### src/rtl/seg7_pkg.sv
// seg7_pkg: shared constants and types for the seven-segment scan logic
//   SEG_LUT      hex nibble to active-low abcdefg pattern (bit6 = a)
//   SEG_BLANK    all segments off
//   AN_OFF       all anodes off
//   slot_state_t per-slot display state (blanking window or digit on)
package seg7_pkg;
  localparam logic [6:0] SEG_BLANK = 7'b1111111;
  localparam logic [3:0] AN_OFF = 4'b1111;
  localparam logic [6:0] SEG_LUT [16] = '{
    7'b0000001, 7'b1001111, 7'b0010010, 7'b0000110,
    7'b1001100, 7'b0100100, 7'b0100000, 7'b0001111,
    7'b0000000, 7'b0001100, 7'b0001000, 7'b1100000,
    7'b0110001, 7'b1000010, 7'b0110000, 7'b0111000
  };
  typedef enum logic {ST_BLANK, ST_ON} slot_state_t;
endpackage

### src/rtl/seg7_slot_timer.sv
// seg7_slot_timer: slot counter and digit rotation for multiplexed scan logic
//   clk, rst_n  clock, async active-low reset
//   idx         digit currently owning the slot
//   blank       slot is inside its leading all-off window
//   boundary    last cycle of the digit-3 slot (frame end)
module seg7_slot_timer #(
  parameter int REFRESH_DIV = 100000,
  parameter int BLANK_CYCLES = 2000
) (
  input  logic       clk,
  input  logic       rst_n,
  output logic [1:0] idx,
  output logic       blank,
  output logic       boundary
);
  localparam int CW = (REFRESH_DIV > 1) ? $clog2(REFRESH_DIV) : 1;
  logic [CW-1:0] cnt;
  logic wrap;
  assign wrap = cnt == CW'(REFRESH_DIV - 1);
  assign blank = cnt < CW'(BLANK_CYCLES);
  assign boundary = wrap && idx == 2'd3;
  always_ff @(posedge clk or negedge rst_n) begin
    if (!rst_n) begin
      cnt <= '0;
      idx <= '0;
    end else begin
      cnt <= wrap ? '0 : cnt + 1'b1;
      idx <= wrap ? idx + 1'b1 : idx;
    end
  end
endmodule

### src/rtl/seg7_scan_ctrl.sv
// seg7_scan_ctrl: 4-digit common-anode seven-segment scan controller
//   clk, rst_n  clock, async active-low reset
//   value_in    hex value, nibble k drives digit k (digit 0 rightmost)
//   load        capture value_in/dp_in into the shadow register
//   digit_en    live per-digit enable
//   dp_in       per-digit decimal point, 1 = lit
//   an_out      active-low anodes, seg_out active-low abcdefg, dp_out active-low
//   frame_done  one-cycle pulse as the digit-3 slot ends
// Build option: LEADING_ZERO_SUPPRESS_EN darkens digits above the top non-zero nibble.
module seg7_scan_ctrl
  import seg7_pkg::*;
#(
  parameter int REFRESH_DIV = 100000,
  parameter int BLANK_CYCLES = 2000,
  parameter int NUM_DIGITS = 4
) (
  input  logic        clk,
  input  logic        rst_n,
  input  logic [15:0] value_in,
  input  logic        load,
  input  logic [3:0]  digit_en,
  input  logic [3:0]  dp_in,
  output logic [3:0]  an_out,
  output logic [6:0]  seg_out,
  output logic        dp_out,
  output logic        frame_done
);
  logic [1:0] idx;
  logic blank, boundary;
  logic [15:0] disp_val, shd_val;
  logic [3:0] disp_dp, shd_dp;
  logic pending;
  logic [NUM_DIGITS-1:0] lz_mask, en;
  slot_state_t state;
  logic lit;
  logic [3:0] an_nx;
  logic [6:0] seg_nx;
  logic dp_nx;
  seg7_slot_timer #(
    .REFRESH_DIV (REFRESH_DIV),
    .BLANK_CYCLES(BLANK_CYCLES)
  ) u_timer (
    .clk     (clk),
    .rst_n   (rst_n),
    .idx     (idx),
    .blank   (blank),
    .boundary(boundary)
  );
  // A load on the boundary cycle bypasses the shadow so the new value is
  // shown in the very next frame instead of one frame later.
  always_ff @(posedge clk or negedge rst_n) begin
    if (!rst_n) begin
      disp_val <= '0;
      disp_dp <= '0;
      shd_val <= '0;
      shd_dp <= '0;
      pending <= 1'b0;
    end else if (boundary) begin
      disp_val <= load ? value_in : pending ? shd_val : disp_val;
      disp_dp <= load ? dp_in : pending ? shd_dp : disp_dp;
      pending <= 1'b0;
    end else if (load) begin
      shd_val <= value_in;
      shd_dp <= dp_in;
      pending <= 1'b1;
    end
  end
`ifdef LEADING_ZERO_SUPPRESS_EN
  assign lz_mask = {|disp_val[15:12], |disp_val[15:8], |disp_val[15:4], 1'b1};
`else
  assign lz_mask = '1;
`endif
  assign en = digit_en & lz_mask;
  always_comb begin
    state = blank ? ST_BLANK : ST_ON;
    lit = state == ST_ON && en[idx];
    an_nx = lit ? ~(4'b0001 << idx) : AN_OFF;
    seg_nx = lit ? SEG_LUT[disp_val[{idx, 2'b00} +: 4]] : SEG_BLANK;
    dp_nx = lit ? ~disp_dp[idx] : 1'b1;
  end
  always_ff @(posedge clk or negedge rst_n) begin
    if (!rst_n) begin
      an_out <= AN_OFF;
      seg_out <= SEG_BLANK;
      dp_out <= 1'b1;
      frame_done <= 1'b0;
    end else begin
      an_out <= an_nx;
      seg_out <= seg_nx;
      dp_out <= dp_nx;
      frame_done <= boundary;
    end
  end
endmodule

### config.mk
export PLATFORM = sky130hd
export DESIGN_NAME = seg7_scan_ctrl
export DESIGN_NICKNAME = d
export VERILOG_FILES = /design/src/rtl/seg7_pkg.sv /design/src/rtl/seg7_slot_timer.sv /design/src/rtl/seg7_scan_ctrl.sv
export SDC_FILE = /design/constraint.sdc
export NUM_CORES = 1
export LEC_CHECK = 0
export CAP_MARGIN = 30
export CORE_MARGIN = 1.5
export CORE_UTILIZATION = 60
export CTS_CLUSTER_SIZE = 25
export DETAILED_ROUTE_END_ITERATION = 10
export GPL_TIMING_DRIVEN = 0
export PLACE_DENSITY = 0.84
export SLEW_MARGIN = 20
export SYNTH_ARGS = -nofsm -noshare
export SYNTH_HDL_FRONTEND = slang
export SYNTH_SLANG_ARGS = --single-unit
export TNS_END_PERCENT = 5
### constraint.sdc
create_clock -name clk -period 3.46 [get_ports clk]
set_input_delay 0.692 -clock clk [delete_from_list [all_inputs] [get_ports clk]]
set_output_delay 0.692 -clock clk [all_outputs]
set_load 0.02 [all_outputs]
==> impl_metrics.tcl, run 1 <==
set metrics [dict create \
    cts_resized 0 \
    rsz0062_at_grt "no" \
    drtAntennaViolNets 0 \
    layout.nets 407 \
    period_share_pct 73.23 \
    synth_nets 356 \
    tightest_slew_ps 946.9 \
    cts_buffer_depth 2 \
    grt_pass1_vias 2707 \
    slew_headroom_pct 36.35 \
    synth_top_cells_by_area "dfrtp_1, dfstp_2, mux2_4, a2bb2oi_1, ha_1" \
    status "finished, final reports clean" \
    setup_ws_ps 926.3 \
    hold_ws_ps 274.2 \
    worstPathCellList "or4_4 -> nor4_2 -> nand2_1 -> a22oi_1 -> nand2_1" \
    crit_top_cell "nand2_1" \
    drv_slew 0 \
    dp.cells 433 \
    synth.top_cell.area_share_pct 41.88 \
    drive_gt1_share_pct 16.84 \
    boundaryPins 40 \
    rows 28 \
    synth.cell_area_um2 3645 \
    post-route-util_pct 73.34 \
    grt_max_degree 44 \
    synth_cell_types 43 \
    cts-htree-levels 3 \
    netlist_instances 318 \
    via_per_inst 5.802 \
    antenna_cells 0 \
    pre_cts_slack_ps 873.0 \
    synth_seq_cells 73 \
    avgRoutedWirePerCell_um 16.76 \
    maxCapViolCount 0 \
    final_cell_mix "dfrtp_1, clkdlybuf4s50_1, inv_1, nand2_1, nand3_1" \
    antenna_found_initial 0 \
    port-buffer-count 39 \
    numCtsBuffers 9 \
    hp-class "primary input to async pin" \
    yosysTopAreaCell "dfrtp_1" \
    finalClockSkew_ps 9.218 \
    cp.required_ps 3680 \
    setup_viol 0 \
    clkLatencyLatePin_ps 350 \
    postSynthAreaPerCell_um2 11.46 \
    ys_seq_area_share_pct 50.53 \
    ys_async_sr_fraction_pct 100.0 \
    cts_hold_buffers 0 \
    grt_pass1_wl_mm 12.85 \
    drt_pre_antenna_iters 4 \
    fmax_mhz 394.7 \
    start_kind "flop" \
    fp.dieW_um 80.94 \
    fin_cells 449 \
    cpPeakStageDelay_ps 830 \
    endpoint_kind "flop" \
    synth_ff_type "dfrtp_1" \
    start_util_pct 61.93 \
    clkTransAtPathRegs_ps 70 \
    synth_edf_count 0 \
    worst-setup-path-type "flop to flop" \
    power_density_nw_per_um2 377.8 \
    yosysWarnings 0 \
    hpwl_mm 5.408 \
    grt-ovfl-total 0 \
    finalPower_mw 1.631 \
    coreArea_um2 5886 \
    drtIter0Drc 253 \
    critPathArrivalTime_ps 2760 \
    cts_sinks 73 \
    route.detailed.drc 0 \
    cp_slowest_cell "nor4_2" \
    dieArea_um2 6551 \
    crit_path_max_fanout 9 \
    vias 2605 \
    clockRootBuffer "clkbuf_8" \
    min_period_ps 2534 \
    ir_drop_mv 0.2585 \
    cp_num_buf_inv 0 \
    die_h_um 80.94 \
    leakage_nw 1.945 \
    final_common_cell "dfrtp_1" \
    routed_wl_mm 7.524 \
    hold_violations 0 \
    globalRouteTotalUtil_pct 26.32 \
    cts_tree "built" \
    area_growth_pct 18.43 \
    postCtsSetupBuffers 0 \
    gp_congestion 0.8617 \
    cpLargestDelayFamily "simple AND/OR/NAND/NOR gates" \
]
==> cell type report <==
class	instances	area (µm²)
sequential	73	1842
multi-input combinational	203	1613
fill	420	1569
timing repair buffer	40	407.9
clock buffer	16	170.2
inverter	26	97.59
tap	75	93.84
buffer	16	92.59
==> cell usage after synthesis, types with 2 or more instances <==
cell       number
dfrtp_1        61
inv_1          25
nand2_1        24
nand3_1        22
mux2_4         20
o21ai_0        19
a2bb2oi_1      16
nor2_1         14
dfstp_2        12
ha_1           11
xnor2_1        10
and3_1          8
clkbuf_1        8
mux4_2          6
o221ai_1        5
xor2_1          5
a21oi_1         4
a22oi_1         4
a31oi_1         4
nor3b_1         4
buf_6           3
nand2b_1        3
nand4_1         3
buf_2           2
buf_4           2
mux2i_1         2
nor2b_1         2
nor3_1          2
nor4_2          2
or4bb_1         2
==> sequential cells by signal, summed over array words and instances, names as in the netlist <==
register / flops
u_timer.idx: 2
pending: 1
an_out: 4
seg_out: 7
u_timer.cnt: 17
disp_val: 16
disp_dp: 4
frame_done: 1
dp_out: 1
shd_dp: 4
shd_val: 16
==> cells by family after synthesis <==
family          share of synthesized area, %
compound gates                         10.81
xor+xnor                               3.604
fa+ha+maj                              3.776
buf+inv                                5.218
flops                                  50.53
mux                                    12.50
simple gates                           13.56
==> power breakdown <==
part           internal, mW  leakage (nW)  switching [mW]
clock network         0.302        0.0850           0.301
logic                0.0770         0.947          0.0597
registers             0.877         0.913          0.0138
==> metal layers <==
metal	part of all wire [%]	GRT usage, %	vias up
met4	2.4	12.41	0
met2	50	41.08	69
li1	-	-	1229
met5	0	0	-
met3	3.6	4.270	16
met1	44	36.11	1291
==> final timing paths <==
check	startpoint	to	slack, ps	cells past startpoint
hold reg to reg	u_timer.cnt[0]	u_timer.cnt[0]	490	1
setup reg to reg	u_timer.cnt[11]	disp_dp[0]	930	5
max in group asynchronous	rst_n	seg_out[4]	2570	2
setup / recovery	u_timer.cnt[11]	disp_dp[0]	930	5
hold / removal	rst_n	u_timer.cnt[12]	270	1
min in group clk	u_timer.cnt[0]	u_timer.cnt[0]	490	1
==> stage by stage <==
stage	TNS, ps	cell area [µm²]
global route	0	4317
CTS	0	4317
detailed placement	0	4146
floorplan	0	3645
finish	0	4317
global placement	-40430	4129
Power figures use the tool's default switching activity.
==> run 2: changes to the inputs <==
CORE_UTILIZATION = 56   (was 60)
PLACE_DENSITY = 0.79   (was 0.84)
clock period = 2.65 ns   (was 3.46 ns; I/O delays follow)
==> impl_metrics.tcl, run 2 (synthesized netlist as in run 1, its figures left out) <==
set metrics [dict create \
    hpwl_mm 5.017 \
    period_share_pct 91.02 \
    cp.required_ps 2890 \
    hold_violations 0 \
    cts_sinks 73 \
    postCtsSetupBuffers 0 \
    coreArea_um2 6314 \
    largest_register "u_timer.cnt" \
    finalSetupTns_ps 0 \
    cts_tree "built" \
    dieArea_um2 7002 \
    antenna_cells 0 \
    boundaryPins 40 \
    rows 29 \
    layout.nets 407 \
    finalClockSkew_ps 8.363 \
    port-buffer-count 39 \
    vias 2543 \
    die_h_um 83.68 \
    start_util_pct 57.73 \
    avgRoutedWirePerCell_um 15.96 \
    startpoint "u_timer.cnt[11]" \
    drive_gt1_share_pct 17.65 \
    final_common_cell "dfrtp_1" \
    grt_pass1_wl_mm 12.21 \
    critPathArrivalTime_ps 2650 \
    gp_congestion 0.8719 \
    numCtsBuffers 9 \
    multi_input_area_um2 1613 \
    hold_ws_ps 130.1 \
    clkLatencyLatePin_ps 350 \
    leakage_nw 1.950 \
    post-route-util_pct 68.33 \
    status "finished, final reports clean" \
    hp-class "primary input to async pin" \
    min_period_ps 2412 \
    grt-ovfl-total 0 \
    antenna_found_initial 0 \
    tightest_slew_ps 871.3 \
    finalPower_mw 2.112 \
    start_kind "flop" \
    cts-htree-levels 3 \
    pre_cts_slack_ps 231.0 \
    via_per_inst 5.639 \
    crit_path_max_fanout 9 \
    setup_viol 0 \
    route.detailed.drc 0 \
    slew_headroom_pct 41.43 \
    drt_pre_antenna_iters 4 \
    routed_wl_mm 7.198 \
    maxCapViolCount 0 \
    seq_area_um2 1842 \
    drtAntennaViolNets 0 \
    largest_reg_flops 17 \
    setup_ws_ps 237.9 \
    ir_drop_mv 0.4294 \
    cts_buffer_depth 2 \
    area_growth_pct 18.37 \
    reg2reg_from "u_timer.cnt[11]" \
    grt_pass1_vias 2512 \
    largestRegisters "u_timer.cnt: 17 flops, disp_val: 16 flops, shd_val: 16 flops" \
    cts_resized 0 \
    power_density_nw_per_um2 489.6 \
    fmax_mhz 414.6 \
    clockRootBuffer "clkbuf_8" \
    fp.dieW_um 83.68 \
    clkTransAtPathRegs_ps 80 \
    globalRouteTotalUtil_pct 22.34 \
    final_cell_mix "dfrtp_1, clkdlybuf4s50_1, inv_1, nand2_1, nand3_1" \
    rsz0062_at_grt "no" \
    cts_hold_buffers 0 \
    fillers 489 \
    drtIter0Drc 211 \
    grt_max_degree 38 \
    drv_slew 0 \
    endpoint_kind "flop" \
    worst-setup-path-type "flop to flop" \
]
-- run 2: power breakdown --
part / internal [mW] / switching, mW / total [mW] / leakage [nW]
Combinational: 0.101 / 0.0774 / 0.178 / 0.947
Clock: 0.360 / 0.412 / 0.772 / 0.0899
Sequential: 1.14 / 0.0178 / 1.16 / 0.913
Total: 1.61 / 0.507 / 2.11 / 1.95
-- run 2: per-stage QoR --
step | std cells | instance area, µm²
2_1_floorplan | 318 | 3645
3_3_place_gp | 434 | 4131
3_5_place_dp | 435 | 4149
4_1_cts | 451 | 4314
5_1_grt | 451 | 4314
6_report | 451 | 4314
-- run 2: area by class of cell --
cell class	count	share of cell area, %
Sequential cell	73	42.69
Multi-Input combinational cell	203	37.38
Timing Repair Buffer	40	9.455
Clock buffer	12	3.364
Inverter	26	2.262
Tap cell	77	2.233
Buffer	16	2.146
Clock inverter	4	0.4640
-- run 2: worst max-delay path, stage by stage (launching register included) --
cell and delay [ps]:
dfrtp_1 410, or4_4 580, nor4_2 780, nand2_1 240, a22oi_1 210, nand2_1 80
-- run 2: per-layer routing --
metal,up-vias,global-route usage (%),part of all wire [%]
li1,1223,-,-
met1,1249,30.80,46
met2,56,35.26,49
met3,15,4.154,3.5
met4,0,8.942,2.0
met5,-,0,0
-- run 2: final timing paths --
kind                                   to  cells after the start  slack, ps
max                            disp_dp[3]                      5        240
min                        u_timer.idx[0]                      1        130
max reg2reg                    disp_dp[3]                      5        240
min reg2reg                u_timer.cnt[0]                      1        490
max in group asynchronous       an_out[3]                      2       1920
min in group clk           u_timer.cnt[0]                      1        490
==> run 3: changes to the inputs <==
PLACE_DENSITY = 0.8   (was 0.79)
SYNTH_HIERARCHICAL = 1   (was not set)
==> impl_metrics.tcl, run 3 <==
set metrics [dict create \
    largest_reg_flops 17 \
    leakage_nw 1.782 \
    coreArea_um2 5956 \
    cts_resized 0 \
    final_cell_mix "dfrtp_1, clkdlybuf4s50_1, nand2_1, o21ai_0, mux2i_1" \
    seq_power_share_pct 49.0 \
    dp.cells 401 \
    setup_viol 0 \
    ys_seq_area_share_pct 53.10 \
    vias 2373 \
    yosysTopAreaCell "dfrtp_1" \
    yosysWarnings 6 \
    synth_cell_types 39 \
    largestRegisters "u_timer/cnt: 17 flops, disp_val: 16 flops, shd_val: 16 flops" \
    drv_slew 0 \
    antenna_cells 0 \
    synth_ff_type "dfrtp_1" \
    hold_violations 0 \
    fmax_mhz 414.9 \
    fp.dieW_um 81.70 \
    rsz0062_at_grt "no" \
    antenna_found_initial 0 \
    netlist_instances 287 \
    final_common_cell "dfrtp_1" \
    endpoint_kind "flop" \
    tightest_slew_ps 735.5 \
    rr_worst_depth 7 \
    routed_wl_mm 6.576 \
    grt_pass1_wl_mm 11.16 \
    layout.nets 372 \
    synth_simple_gate_area_share_pct 12.84 \
    clkTransAtPathRegs_ps 80 \
    crit_path_max_fanout 10 \
    cts_tree "built" \
    cts_hold_buffers 0 \
    multi_input_area_um2 1526 \
    status "finished, final reports clean" \
    rows 28 \
    die_h_um 81.70 \
    hpwl_mm 4.585 \
    power_density_nw_per_um2 563.2 \
    grt_max_degree 42 \
    synth-xor-area-share_pct 4.257 \
    synth_seq_cells 73 \
    use_met1_pct 30.71 \
    dieArea_um2 6675 \
    seq_area_um2 1842 \
    internal_power_mw 1.876 \
    maxCapViolCount 0 \
    gp_congestion 0.8585 \
    synth_compound_area_share_pct 6.061 \
    cts-htree-levels 3 \
    synth_nets 322 \
    postCtsSetupBuffers 0 \
    period_share_pct 90.96 \
    switchingPower_mw 0.4911 \
    grt_util_met3_pct 5.667 \
    clkLatencyLatePin_ps 350 \
    avgRoutedWirePerCell_um 15.77 \
    ir_drop_mv 0.3932 \
    cp.required_ps 2860 \
    route.detailed.drc 0 \
    port-buffer-count 38 \
    cts_buffer_depth 2 \
    finalPower_mw 2.368 \
    synth_top_family_by_area "multiplexers" \
    clockRootBuffer "clkbuf_8" \
    pre_cts_slack_ps 259.4 \
    synth-adder-area-share_pct 2.886 \
    synth_top_cells_by_area "dfrtp_1, dfstp_2, mux2_2, mux2i_1, mux4_2" \
    numCtsBuffers 9 \
    postSynthAreaPerCell_um2 12.08 \
    post-route-util_pct 70.59 \
    drtIter0Drc 112 \
    via_per_inst 5.691 \
    gr-usage-met2_pct 35.70 \
    globalRouteTotalUtil_pct 23.05 \
    area_growth_pct 21.21 \
    setup_ws_ps 239.5 \
    largest_register "u_timer/cnt" \
    busiest_layer "met2" \
    grt_pass1_vias 2294 \
    synth.cell_area_um2 3468 \
    p_comb_share_pct 6.1 \
    drtAntennaViolNets 0 \
    synth_mux_area_share_pct 17.97 \
    synth_edf_count 0 \
    drt_pre_antenna_iters 4 \
    hp-class "primary input to async pin" \
    boundaryPins 40 \
    slew_headroom_pct 50.97 \
    worst-setup-path-type "flop to flop" \
    grt-ovfl-total 0 \
    switching_share_pct 20.74 \
    clock_power_share_pct 44.9 \
    finalClockSkew_ps 10.19 \
    start_kind "flop" \
    finalSetupTns_ps 0 \
    synth.top_cell.area_share_pct 44.01 \
    critPathArrivalTime_ps 2620 \
    cts_sinks 73 \
    drive_gt1_share_pct 19.88 \
    fillers 441 \
    min_period_ps 2410 \
    fin_cells 417 \
    ys_async_sr_fraction_pct 100.0 \
    synth_most_common_cell "dfrtp_1" \
    synthTopCellsByCount "dfrtp_1, nand2_1, o21ai_0" \
    start_util_pct 58.24 \
]
==> run 3: cell types whose count changed after synthesis, moves of 4 or more <==
cell	previous run	this run
inv_1	25	1
mux2_2	0	22
mux2i_1	2	24
mux2_4	20	0
a2bb2oi_1	16	0
nand3_1	22	7
o21ai_0	19	25
and3_1	8	3
nand2_1	24	29
nand4_1	3	8
a22oi_1	4	0
o221ai_1	5	1
==> run 3: area by class of cell <==
| class | count | share of cell area (%) |
|---|---|---|
| multi-input combinational | 196 | 36.31 |
| sequential | 73 | 43.81 |
| timing repair buffer | 39 | 9.464 |
| inverter | 2 | 0.1786 |
| clock inverter | 5 | 2.440 |
| tap | 75 | 2.232 |
| clock buffer | 11 | 3.363 |
| buffer | 16 | 2.202 |
==> run 3: per-stage QoR <==
stage	cell area, µm²	hold WS [ps]
3_5_place_dp	3960	468.3
4_1_cts	4204	113.3
6_report	4204	110.7
5_1_grt	4204	131.6
3_3_place_gp	3943	460.8
2_1_floorplan	3468	234.4
==> run 3: metal layers <==
metal / routed length [µm] / up-vias
met5: 0 / -
li1: - / 1123
met4: 153 / 0
met1: 2904 / 1165
met3: 311 / 14
met2: 3207 / 71
==> run 3: worst paths after layout <==
check,startpoint,to,slack [ps]
hold / removal,rst_n,disp_val[2],110
setup / recovery,u_timer/cnt[11],disp_dp[3],240
setup reg to reg,u_timer/cnt[11],disp_dp[3],240
min in group clk,disp_dp[2],disp_dp[2],480
hold reg to reg,disp_dp[2],disp_dp[2],480
max in group asynchronous,rst_n,disp_dp[3],2000
==> run 3: critical path, stage by stage (launching register included) <==
cell      delay, ps
dfrtp_1         450
or4_4           600
nor4_1          270
and2_1          240
o21ai_0         210
clkbuf_1        290
nand2_1         140
o21ai_0          80
==> run 3: power by group through the flow <==
stage / sequential, mW / combinational, mW / clock [mW]
finish: 1.16 / 0.145 / 1.06
global route: 1.16 / 0.162 / 1.13
CTS: 1.16 / 0.149 / 1.08
detailed placement: 1.18 / 0.148 / 0
global placement: 1.18 / 0.139 / 0
floorplan: 1.18 / 0.0670 / 0
==> run 3: logic make-up (layout without fill, tap and decap cells) <==
| group | count (synthesis) | count (layout) |
|---|---|---|
| mux | 52 | 52 |
| xor+xnor | 16 | 16 |
| fa+ha+maj | 8 | 8 |
| simple gates | 84 | 84 |
| buf+inv | 18 | 73 |
| compound gates | 36 | 36 |
| flops | 73 | 73 |
==> patch 1: new RTL, config.mk and constraints of run 3 <==
Make the reset (`rst_n`) synchronous in 3 clocked blocks. Comments in the files are not updated.
--- a/src/rtl/seg7_slot_timer.sv
+++ b/src/rtl/seg7_slot_timer.sv
@@ -20,5 +20,5 @@
   assign blank = cnt < CW'(BLANK_CYCLES);
   assign boundary = wrap && idx == 2'd3;
-  always_ff @(posedge clk or negedge rst_n) begin
+  always_ff @(posedge clk) begin
     if (!rst_n) begin
       cnt <= '0;
--- a/src/rtl/seg7_scan_ctrl.sv
+++ b/src/rtl/seg7_scan_ctrl.sv
@@ -49,5 +49,5 @@
   // A load on the boundary cycle bypasses the shadow so the new value is
   // shown in the very next frame instead of one frame later.
-  always_ff @(posedge clk or negedge rst_n) begin
+  always_ff @(posedge clk) begin
     if (!rst_n) begin
       disp_val <= '0;
@@ -79,5 +79,5 @@
     dp_nx = lit ? ~disp_dp[idx] : 1'b1;
   end
-  always_ff @(posedge clk or negedge rst_n) begin
+  always_ff @(posedge clk) begin
     if (!rst_n) begin
       an_out <= AN_OFF;
Formal check against the unedited RTL: no difference found for any inputs over 10 cycles, from zero or initial values and one cycle with rst_n low; that may be too few to reach the edited logic, so the function may still have changed.
==> patch 1 against run 3 <==
Setup slack better by 38 ps. Sequential cell count is the same. Synthesized area shrank 1.2%. Cell area decreased by 1.9%. Routed wire length is 2.6% higher. Total power down 6.5%.
==> patch 1: results (changes against run 3) <==
| Metric | Value |
|---|---|
| Most used DFF post-synth | dfxtp_1 |
| Share of post-route cells with drive strength above 1 | 11.19% (-8.7 points) |
| Slowest cell on crit path | dfxtp_1 |
| Worst hold path type | flip-flop to flip-flop |
| NetSw | 0.4972 mW (+1.3%) |
| Vias | 2606 (+9.8%) |
| Gr usage total | 22.87% (-0.18 points) |
| Clk power | 0.951 mW (-10%) |
| First-pass GRT wire length | 11520 um (+3.2%) |
| Vias in the first global route | 2429 (+5.9%) |
| DP Wirelength | 4872 um (+6.3%) |
| Sequential share of the synthesized area | 42.66% (-10 points) |
| Peak VDD IR | 318.8 uV (-19%) |
| Crit-path max cell delay | 390 ps (-210 ps) |
| Distinct cell type count after synthesis | 49 (+26%) |
| Mapped Nets | 383 (+19%) |
| Top cells by count, synth | 73 x dfxtp_1, 69 x nand2_1, 25 x mux2i_1 |
| Crit path arrival time | 2610 ps (about the same) |
| Outcome | completed |
| Setup ws final | 277.3 ps (+37.81 ps) |
| Leak | 1.775 nW (-0.40%) |
| Drt total wl | 6745 um (+2.6%) |
| Number of DRC markers in iteration 0 | 125 (+12%) |
| Filler Cells Inserted | 480 (+8.8%) |
| Worst reg2reg endpoint | disp_val[15]$_SDFFE_PN0P_ |
| Ys async rst share | 0% (-100 points) |
| Worst-margin pin slew | 693.9 ps (-41.59 ps) |
| Worst slack at placement | 219.3 ps (-40.18 ps) |
-- patch 1: cell count changes in the layout (fill, tap and decap cells not counted), sizes merged, moves of 9 or more --
cell    delta
o211a     +20
a21boi    +20
mux2      -21
dfrtp     -61
nor2       +9
dfxtp     +73
nand2     +41
o21ai     -22
dfstp     -12
-- patch 1: area by class of cell --
| class | count | share of cell area (%) |
|---|---|---|
| flip-flops and latches | 73 | 35.45 |
| inverters | 6 | 0.5766 |
| repair buffers | 38 | 9.226 |
| clock inverters | 7 | 2.307 |
| well taps | 75 | 2.276 |
| multi-input cells | 250 | 44.76 |
| plain buffers | 19 | 2.398 |
| clock buffers | 9 | 3.005 |
-- patch 1: through the flow --
stage	std cells	utilization (%)	hold slack [ps]	total power, mW	instance area (um^2)
finish	477	69.63	465.3	2.214	4123
global route	477	69.63	489.7	2.287	4123
CTS	477	69.57	467.0	2.231	4119
detailed placement	461	65.87	455.3	1.289	3900
global placement	461	65.87	448.4	1.285	3900
floorplan	348	-	439.6	1.226	3426
-- patch 1: cells by family after synthesis --
logic type,share of synthesized area [%]
buffers and inverters,3.543
and+or+nand+nor,21.73
xor gates and xnor gates,4.091
adders and majority gates,2.922
DFF,42.66
muxes,11.25
AOI/OAI and AO/OA,13.81
-- patch 1: timing repair --
item,CTS,global route
setup buffers,0,0
gates resized for setup,0,3
setup endpoints to repair,0,6
-- patch 1: routing by layer --
layer / part of all wire (%) / up-vias / GRT usage, % / wire, um
met5: 0 / - / 0 / 0
met4: 1.2 / 0 / 7.241 / 80
met3: 4.1 / 9 / 4.157 / 276
met2: 49 / 61 / 37.92 / 3318
met1: 46 / 1211 / 30.16 / 3070
li1: - / 1325 / - / -
==> patch 2: new RTL, flow settings as in run 3 <==
Without the edit above. `BLANK_CYCLES` is set to 2000 in 2 places; all go to 1024.
--- a/src/rtl/seg7_slot_timer.sv
+++ b/src/rtl/seg7_slot_timer.sv
@@ -6,5 +6,5 @@
 module seg7_slot_timer #(
   parameter int REFRESH_DIV = 100000,
-  parameter int BLANK_CYCLES = 2000
+  parameter int BLANK_CYCLES = 1024
 ) (
   input  logic       clk,
--- a/src/rtl/seg7_scan_ctrl.sv
+++ b/src/rtl/seg7_scan_ctrl.sv
@@ -12,5 +12,5 @@
 #(
   parameter int REFRESH_DIV = 100000,
-  parameter int BLANK_CYCLES = 2000,
+  parameter int BLANK_CYCLES = 1024,
   parameter int NUM_DIGITS = 4
 ) (
Check against the original RTL: same outputs for any inputs over 10 cycles, from zero or initial values and one cycle with rst_n low; that may be too few to reach the edited logic, so the function may still have changed.
==> patch 2 against run 3 <==
Non-clock buffer count is 3 lower. Total power is 8.8% lower. Setup slack got worse by 140 ps. Cell area shrank 1.8%. Routed wire length shrank 4.5%. Core utilization down 0.83 points. Sequential cell count unchanged. Synthesized area shrank 1.1%. Critical endpoint is now disp_val[6]$_DFFE_PN0P_.
==> patch 2: results (changes against run 3) <==
| Metric | Value |
|---|---|
| Outcome | completed |
| Clk buf depth | 2 (unchanged) |
| Antenna viol nets, final | 0 (unchanged) |
| Top cells by count, synth | 61 x dfrtp_1, 30 x nand2_1, 25 x mux2i_1, 25 x o21ai_0, 22 x mux2_2 |
| DR WL met2 | 3129 um (-2.4%) |
| Initial antenna violation count | 0 (unchanged) |
| DR vias/cell | 5.636 (-0.96%) |
| Adder-cell share of the synthesized area | 2.919% (+0.033 points) |
| Sequential share of the synthesized area | 53.70% (+0.60 points) |
| Gr usage total | 21.36% (-1.7 points) |
| CP max FO | 10 (unchanged) |
| # diodes | 0 (unchanged) |
| Filler Cells Inserted | 447 (+1.4%) |
| Placed Instances | 396 (-1.2%) |
| Final instance area | 4130 um^2 (-1.8%) |
| Largest net degree at the start of global routing | 55 (+31%) |
| Placer Congestion | 0.8659 (+0.86%) |
| Number of DRC markers in iteration 0 | 109 (-2.7%) |
| Total CTS buffers | 9 (unchanged) |
| Synthesized instance count | 282 (-1.7%) |
| DR WL met3 | 335 um (+7.7%) |
| Finished Layout Cells | 412 (-1.2%) |
| DRT Pass-1 Iters | 4 (unchanged) |
| Share of post-route cells with drive strength above 1 | 21.07% (+1.2 points) |
| DP Wirelength | 4371 um (-4.7%) |
| Final Net Count | 367 (-1.3%) |
| NetSw | 0.4780 mW (-2.7%) |
| M1 wire length | 2775 um (-4.4%) |
| Setup Buffers After CTS | 0 (unchanged) |
| R2r worst-path depth | 8 (+1) |
| First-pass GRT wire length | 10370 um (-7.1%) |
| Synth Area in Compound Gates | 6.275% (+0.21 points) |
| Distinct cell type count after synthesis | 40 (+2.6%) |
| Leak | 1.749 nW (-1.9%) |
| Worst slack at placement | 52.52 ps (-206.9 ps) |
| Placed cell area | 3929 um^2 (-0.79%) |
| Peak VDD IR | 389.7 uV (-0.89%) |
| Clock tree root buffer cell | clkbuf_8 |
| Worst-margin pin slew | 721.0 ps (-14.49 ps) |
| Mapped Nets | 317 (-1.6%) |
| Drt total wl | 6281 um (-4.5%) |
| Worst Clk Skew | 7.811 ps (-2.382 ps) |
| Top sig layer | met4 |
| Post-Synth XOR/XNOR Area | 3.794% (-0.46 points) |
| Synth warn | 6 (unchanged) |
| Seq cells post-synth | 73 (unchanged) |
| Crit path arrival time | 2760 ps (+140 ps) |
| Synth area leaders | dfrtp_1 45%, dfstp_2 9.2%, mux2i_1 7.3%, mux2_2 7.2%, mux4_2 3.9% |
| Mux cell area share after synthesis | 18.46% (+0.50 points) |
| Worst-skew pair later-pin latency | 340 ps |
| Vias in the first global route | 2248 (-2.0%) |
| Top reg by flops | u_timer/cnt |
| Ys async rst share | 100.0% (unchanged) |
[patch 2: cell types whose count changed after synthesis, moves of 2 or more]
cell,delta
and3_1,-3
nand4_1,-3
nor2_1,-2
nor3_1,+4
nor4_1,-2
xor2_1,-3
[patch 2: power groups by stage]
stage / registers, mW / logic [mW] / clock network, mW
finish: 1.16 / 0.146 / 0.854
global route: 1.16 / 0.162 / 0.923
CTS: 1.16 / 0.149 / 0.874
detailed placement: 1.18 / 0.148 / 0
global placement: 1.18 / 0.141 / 0
floorplan: 1.18 / 0.0670 / 0
[patch 2: routing by layer]
metal,global-route usage [%],up-vias
li1,-,1099
met1,27.10,1149
met2,35.42,68
met3,6.067,6
met4,6.897,0
met5,0,-
[patch 2: path summary, 6_finish.rpt]
kind	end	slack, ps	start
hold / removal	u_timer/cnt[11]$_DFF_PN0_	50	rst_n
setup reg to reg	disp_val[6]$_DFFE_PN0P_	100	u_timer/cnt[11]$_DFF_PN0_
setup / recovery	disp_val[6]$_DFFE_PN0P_	100	u_timer/cnt[11]$_DFF_PN0_
max in group asynchronous	seg_out[5]$_DFF_PN1_	2010	rst_n
hold reg to reg	disp_val[14]$_DFFE_PN0P_	480	disp_val[14]$_DFFE_PN0P_
min in group clk	disp_val[14]$_DFFE_PN0P_	480	disp_val[14]$_DFFE_PN0P_
[patch 2: critical path, stage by stage (launching register included)]
cell     delay, ps
dfrtp_1        420
or4_4          580
nor4_4         370
buf_6          200
and2_1         210
o21ai_0        200
buf_2          240
nand2_1         90
o21ai_0        100
[patch 2: cell type report]
cell class                      instances  share of cell area [%]
Sequential cell                        73                   44.59
Multi-Input combinational cell        193                   36.41
Timing Repair Buffer                   39                   9.815
Clock buffer                           10                   3.332
Tap cell                               75                   2.272
Buffer                                 13                   1.909
Clock inverter                          6                   1.394
Inverter                                3                  0.2726
